==> src/rtl/rgb_fade_sequencer.sv <==
// ---------------------------------------------------------------------------
// rgb_fade_sequencer
//
// Drives the 8-bit duty cycles of the red, green and blue PWM generators.
// A start strobe latches a target colour, a mode and a step size. The
// sequencer then does one of three things:
//   direct  : jump to the target immediately
//   fade    : walk each channel linearly toward its target, one step per tick
//   breathe : ramp a shared envelope 0..255..0 forever and scale the target by it
// A prescaler turns the system clock into ticks, one every fade_div+1 cycles.
//
// Ports
//   clk, reset       system clock, synchronous active-high reset
//   ena              global enable; 0 freezes every register and drops strobes
//   start            one-cycle strobe: latch target_rgb/mode/step, begin sequence
//   stop             one-cycle strobe: end a fade or breathe sequence
//   target_rgb[23:0] {red, green, blue} target colour
//   mode[1:0]        00 direct, 01 fade, 10 breathe, 11 direct
//   step[3:0]        increment per tick (0 behaves as 1)
//   fade_div         tick period minus one, in clock cycles
//   duty_red/green/blue  registered duty cycles
//   busy             high while fading or breathing
//   done             one-cycle pulse when a sequence ends
// ---------------------------------------------------------------------------
module rgb_fade_sequencer #(
    parameter int DIV_W = 16
) (
    input  logic             clk,
    input  logic             reset,
    input  logic             ena,
    input  logic             start,
    input  logic             stop,
    input  logic [23:0]      target_rgb,
    input  logic [1:0]       mode,
    input  logic [3:0]       step,
    input  logic [DIV_W-1:0] fade_div,
    output logic [7:0]       duty_red,
    output logic [7:0]       duty_green,
    output logic [7:0]       duty_blue,
    output logic             busy,
    output logic             done
);

    // The latched mode is carried by the state itself: direct starts never
    // leave IDLE, so FADE and BREATHE are the only modes that persist.
    typedef enum logic [1:0] {
        ST_IDLE    = 2'd0,
        ST_FADE    = 2'd1,
        ST_BREATHE = 2'd2
    } state_t;

    state_t           r_state;
    logic [23:0]      r_tgt;
    logic [3:0]       r_step;
    logic [7:0]       r_lvl;
    logic             r_dir;
    logic [DIV_W-1:0] r_pc;
    logic [23:0]      r_duty;
    logic             r_busy;
    logic             r_done;

    state_t           w_state_nxt;
    logic [23:0]      w_tgt_nxt;
    logic [3:0]       w_step_nxt;
    logic [7:0]       w_lvl_nxt;
    logic             w_dir_nxt;
    logic [DIV_W-1:0] w_pc_nxt;
    logic [23:0]      w_duty_nxt;
    logic             w_done_nxt;

    logic             w_tick;
    logic [8:0]       w_lvl_sum;
    logic [23:0]      w_fade_duty;
    logic [23:0]      w_breathe_duty;

    // Move one channel toward its target by at most stp, never overshooting.
    function automatic logic [7:0] fade_toward(input logic [7:0] cur,
                                               input logic [7:0] tgt,
                                               input logic [3:0] stp);
        logic [7:0] diff;
        logic [7:0] stp8;
        stp8 = {4'b0000, stp};
        if (cur < tgt) begin
            diff = tgt - cur;
            return cur + ((diff < stp8) ? diff : stp8);
        end else begin
            diff = cur - tgt;
            return cur - ((diff < stp8) ? diff : stp8);
        end
    endfunction

    // tgt * (lvl + 1) / 256: lvl = 255 reproduces tgt exactly, lvl = 0 gives 0.
    function automatic logic [7:0] scale(input logic [7:0] tgt,
                                         input logic [7:0] lvl);
        logic [15:0] prod;
        prod = {8'h00, tgt} * ({8'h00, lvl} + 16'd1);
        return prod[15:8];
    endfunction

    assign w_tick    = (r_state != ST_IDLE) && (r_pc == fade_div);
    assign w_lvl_sum = {1'b0, r_lvl} + {5'b00000, r_step};

    assign w_fade_duty = {fade_toward(r_duty[23:16], r_tgt[23:16], r_step),
                          fade_toward(r_duty[15:8],  r_tgt[15:8],  r_step),
                          fade_toward(r_duty[7:0],   r_tgt[7:0],   r_step)};

    // Duties trail the envelope by one cycle: they are scaled from the
    // registered lvl, not from the value being computed this cycle.
    assign w_breathe_duty = {scale(r_tgt[23:16], r_lvl),
                             scale(r_tgt[15:8],  r_lvl),
                             scale(r_tgt[7:0],   r_lvl)};

    // NOTE: every variable gets its hold value before any branch, so no path
    // through this block leaves one unassigned and no latch is inferred.
    always_comb begin
        w_state_nxt = r_state;
        w_tgt_nxt   = r_tgt;
        w_step_nxt  = r_step;
        w_lvl_nxt   = r_lvl;
        w_dir_nxt   = r_dir;
        w_pc_nxt    = r_pc;
        w_duty_nxt  = r_duty;
        w_done_nxt  = 1'b0;

        if (ena) begin
            if (start) begin
                // start beats stop and any pending tick in the same cycle
                w_tgt_nxt  = target_rgb;
                w_step_nxt = (step == 4'd0) ? 4'd1 : step;
                w_pc_nxt   = '0;
                case (mode)
                    2'b01: w_state_nxt = ST_FADE;
                    2'b10: begin
                        w_state_nxt = ST_BREATHE;
                        w_lvl_nxt   = 8'd0;
                        w_dir_nxt   = 1'b1;
                    end
                    default: begin
                        w_state_nxt = ST_IDLE;
                        w_duty_nxt  = target_rgb;
                        w_done_nxt  = 1'b1;
                    end
                endcase
            end else if (stop && (r_state != ST_IDLE)) begin
                w_state_nxt = ST_IDLE;
                w_done_nxt  = 1'b1;
            end else if (r_state != ST_IDLE) begin
                w_pc_nxt = w_tick ? '0 : r_pc + 1'b1;

                if (r_state == ST_FADE && w_tick) begin
                    w_duty_nxt = w_fade_duty;
                    if (w_fade_duty == r_tgt) begin
                        w_state_nxt = ST_IDLE;
                        w_done_nxt  = 1'b1;
                    end
                end

                if (r_state == ST_BREATHE) begin
                    w_duty_nxt = w_breathe_duty;
                    if (w_tick) begin
                        if (r_dir) begin
                            if (w_lvl_sum >= 9'd255) begin
                                w_lvl_nxt = 8'd255;
                                w_dir_nxt = 1'b0;
                            end else begin
                                w_lvl_nxt = w_lvl_sum[7:0];
                            end
                        end else begin
                            if ({4'b0000, r_step} >= r_lvl) begin
                                w_lvl_nxt = 8'd0;
                                w_dir_nxt = 1'b1;
                            end else begin
                                w_lvl_nxt = r_lvl - {4'b0000, r_step};
                            end
                        end
                    end
                end
            end
        end
    end

    // NOTE: state is updated with non-blocking assignments so every register
    // samples the values computed above from the same pre-edge state.
    always_ff @(posedge clk) begin
        if (reset) begin
            r_state <= ST_IDLE;
            r_tgt   <= 24'h000000;
            r_step  <= 4'd1;
            r_lvl   <= 8'd0;
            r_dir   <= 1'b1;
            r_pc    <= '0;
            r_duty  <= 24'h000000;
            r_busy  <= 1'b0;
            r_done  <= 1'b0;
        end else begin
            r_state <= w_state_nxt;
            r_tgt   <= w_tgt_nxt;
            r_step  <= w_step_nxt;
            r_lvl   <= w_lvl_nxt;
            r_dir   <= w_dir_nxt;
            r_pc    <= w_pc_nxt;
            r_duty  <= w_duty_nxt;
            r_busy  <= (w_state_nxt != ST_IDLE);
            r_done  <= w_done_nxt;
        end
    end

    assign duty_red   = r_duty[23:16];
    assign duty_green = r_duty[15:8];
    assign duty_blue  = r_duty[7:0];
    assign busy       = r_busy;
    assign done       = r_done;

endmodule

==> config.mk <==
export PLATFORM = sky130hd
export DESIGN_NAME = rgb_fade_sequencer
export DESIGN_NICKNAME = d
export VERILOG_FILES = /design/src/rtl/rgb_fade_sequencer.sv
export SDC_FILE = /design/constraint.sdc
export NUM_CORES = 1
export LEC_CHECK = 0
export ABC_CLOCK_PERIOD_IN_PS = 5600
export BUFFER_PORTS_ARGS = -buffer_cell sky130_fd_sc_hd__buf_2
export CAP_MARGIN = 20
export CORE_ASPECT_RATIO = 0.75
export CORE_MARGIN = 5
export CORE_UTILIZATION = 30
export CTS_CLUSTER_DIAMETER = 40
export DETAILED_ROUTE_END_ITERATION = 7
export GPL_TIMING_DRIVEN = 0
export SLEW_MARGIN = 20
export SYNTH_ARGS = -nofsm -noshare
export SYNTH_HDL_FRONTEND = slang
export SYNTH_SLANG_ARGS = --single-unit
==> constraint.sdc <==
create_clock -name clk -period 5.6 [get_ports clk]
set_input_delay 0.84 -clock clk [delete_from_list [all_inputs] [get_ports clk]]
set_output_delay 0.84 -clock clk [all_outputs]
set_load 0.005 [all_outputs]
==> results_dict.tcl <==
set metrics [dict create \
    outcome "finished with violations" \
    violations "setup timing" \
    grt_overflow 0 \
    stdcell_count 2693 \
    synth_cell_types 86 \
    dp_cells 2605 \
    synthesis.nets 2259 \
    max_slew_margin_pct 29.6 \
    drc 0 \
    rows 70 \
    ant_nets 0 \
    ir_worst_vdd_uv 134 \
    area_growth_pct 21.5 \
    final_layout_size_suffix_gt1_share_pct 17.2 \
    htreeDepth 3 \
    yosysMostFrequentCell "nand2_1" \
    coreArea_um2 48800 \
    grt_first_pass_wirelength_um 85400 \
    fp.dieW_um 266 \
    cts_hold_buf 0 \
    setup_violations 3 \
    hold_path.class "reg -> reg" \
    fill_cells 5016 \
    whs_path_depth 2 \
    path_class "reg -> reg" \
    synth_top_area_share_pct 17.7 \
    synth_ff_type "dfxtp_1" \
    reg2reg_depth 29 \
    synth_warnings 0 \
    synth_edf_count 0 \
    critical_path_arrival_ns 6.41 \
    syn_inst 1882 \
    dr.pass1.iters 6 \
    tightest_slew_ns 1.06 \
    setup_ws_ns -0.507 \
    grt_max_degree 17 \
    final.setup.tns_ns -1.46 \
    synth-async-reset-ratio_pct 0 \
    wl_per_cell_um 21.0 \
    syn_area_um2 14800 \
    critPathMaxFanout 5 \
    vias_per_cell 5.38 \
    worstPathRequired_ns 5.90 \
    num_vias 14500 \
    nets 2414 \
    synth_seq_cells 81 \
    yosysTopAreaCell "fa_1" \
    leakagePower_uw 0.00832 \
    rrSetupSlack_ns -0.51 \
    die_h_um 202 \
    gp_routability_congestion 0.984 \
    hold_viol 0 \
    postSynthAreaPerCell_um2 7.86 \
    whs_ns 0.555 \
    first_global_vias 14200 \
    die_area_um2 53900 \
    synthTopCellsByArea "fa_1 (18%), ha_1 (16%), dfxtp_1 (11%)" \
    cts-root-buf "clkbuf_16" \
    design_area_um2 18000 \
    slew_viol_final 0 \
    min_period_ns 6.11 \
    clkLatencyLatePin_ns 0.38 \
    slowest_delay_ns 0.47 \
    first_iter_violations 1476 \
    min_from "r_lvl[1]" \
    skew_ns 0.0174 \
    antenna_found_initial 2 \
    start_util_pct 30.3 \
    dp_hpwl_um 43300 \
    r2r_end "done" \
    io_buffers 75 \
    cts_made_buffers 9 \
    clk_pin_slew_ns 0.07 \
    maxCapViolations 0 \
    cp_slowest_cell "a2111o_1" \
    timing.final.crit_share_pct 109 \
    crit_path_start_kind "flip-flop" \
    r2r-start "r_tgt[0]" \
    placed_area_um2 16000 \
    clock_path_buffers 2 \
    hold_path_end "r_lvl[1]" \
    fin_util_pct 36.9 \
    rsz0062_at_grt "yes" \
    synth_common_cells "nand2_1 (250), inv_1 (242), ha_1 (195)" \
    fmax_mhz 164 \
    cts_tree "built" \
    seq_area_frac_synth_pct 11.0 \
    power_density_nw_per_um2 183 \
    grt_usage_pct 20.3 \
    cts.sinks 81 \
    num_io_pins 77 \
    end_kind "flip-flop" \
    wl_um 56500 \
]
cell usage in the layout, fill, tap and decap left out, types with 13 or more instances in the layout:
cell and count:
dfxtp_1 67, nor2b_1 14, nand3_1 25, a21oi_1 98
nor2_1 119, buf_4 66, nor3_1 43, mux2i_1 24
fa_1 127, o21ai_0 51, xnor2_1 61, buf_2 82
o21a_1 18, a21o_1 27, and2_1 75, clkbuf_1 56
nand2_1 247, inv_1 232, clkbuf_16 13, xor2_1 52
ha_1 184
cell families (layout without fill, tap and decap cells):
kind of cell	count (synthesis)	in the layout	share of synthesized area, %
fa+ha+maj	326	326	34.2
simple gates	617	617	19.7
flops	81	81	11.0
compound gates	346	346	15.7
mux	37	37	2.58
other cells	0	3	0
xor+xnor	136	136	8.14
buf+inv	339	499	8.73
repair_timing:
item                                   in CTS  in global routing
gates cloned                                1                  0
resized for setup                         147                114
endpoints found under the hold margin       0                  0
setup endpoints to repair                  27                 20
pin swaps                                  38                 94
setup buffers                              37                 37
how the worst max path moves through the flow:
stage	start	to	slack, ns	cells after the start
2_1_floorplan	r_tgt[0]	busy	0.01	27
5_1_grt	r_tgt[0]	done	-0.67	29
3_5_place_dp	r_lvl[0]	r_duty[6]	-2.05	18
6_report	r_tgt[0]	done	-0.51	29
4_1_cts	r_tgt[0]	busy	-0.50	29
3_3_place_gp	r_lvl[0]	r_duty[6]	-1.99	18
critical path: cells and delay by family (launching register included):
family	cells	cell delay [ns]
compound gates	7	1.67
fa+ha+maj	5	1.32
buf+inv	6	0.57
mux	2	0.32
xor+xnor	4	0.65
simple gates	5	1.15
flops	1	0.34
power breakdown:
part	internal [µW]	total, µW	switching [µW]
Clock	402	716	314
Sequential	597	644	47.0
Combinational	815	1930	1120
metrics by stage:
stage	power, µW	setup WS [ns]
finish	3290	-0.507
global route	3450	-0.670
CTS	3110	-0.497
detailed placement	2230	-2.05
global placement	2200	-1.99
floorplan	1810	0.0105
layout make-up:
class	instances	area [µm²]	area share (%)
diodes	3	7.51	0.0418
clock inverters	7	109	0.605
multi-input cells	1462	12700	70.4
inverters	242	921	5.12
repair buffers	148	1010	5.64
plain buffers	93	579	3.22
well taps	648	811	4.51
clock buffers	9	225	1.25
flip-flops and latches	81	1650	9.17
per-layer routing:
metal  part of all wire, %  vias up  GRT usage (%)
met2                    41      723           29.6
met4                   3.2        2           6.58
met1                    45     7083           28.7
li1                      -     6555              -
met5                 0.023        -              0
met3                    11      119           6.17
state kept, by name, summed over array words and instances (netlist names):
name / flops
r_dir: 1
busy: 1
r_state: 2
r_pc: 16
r_duty: 24
r_step: 4
done: 1
r_tgt: 24
r_lvl: 8
No activity file was read; power rests on OpenSTA's default activity.
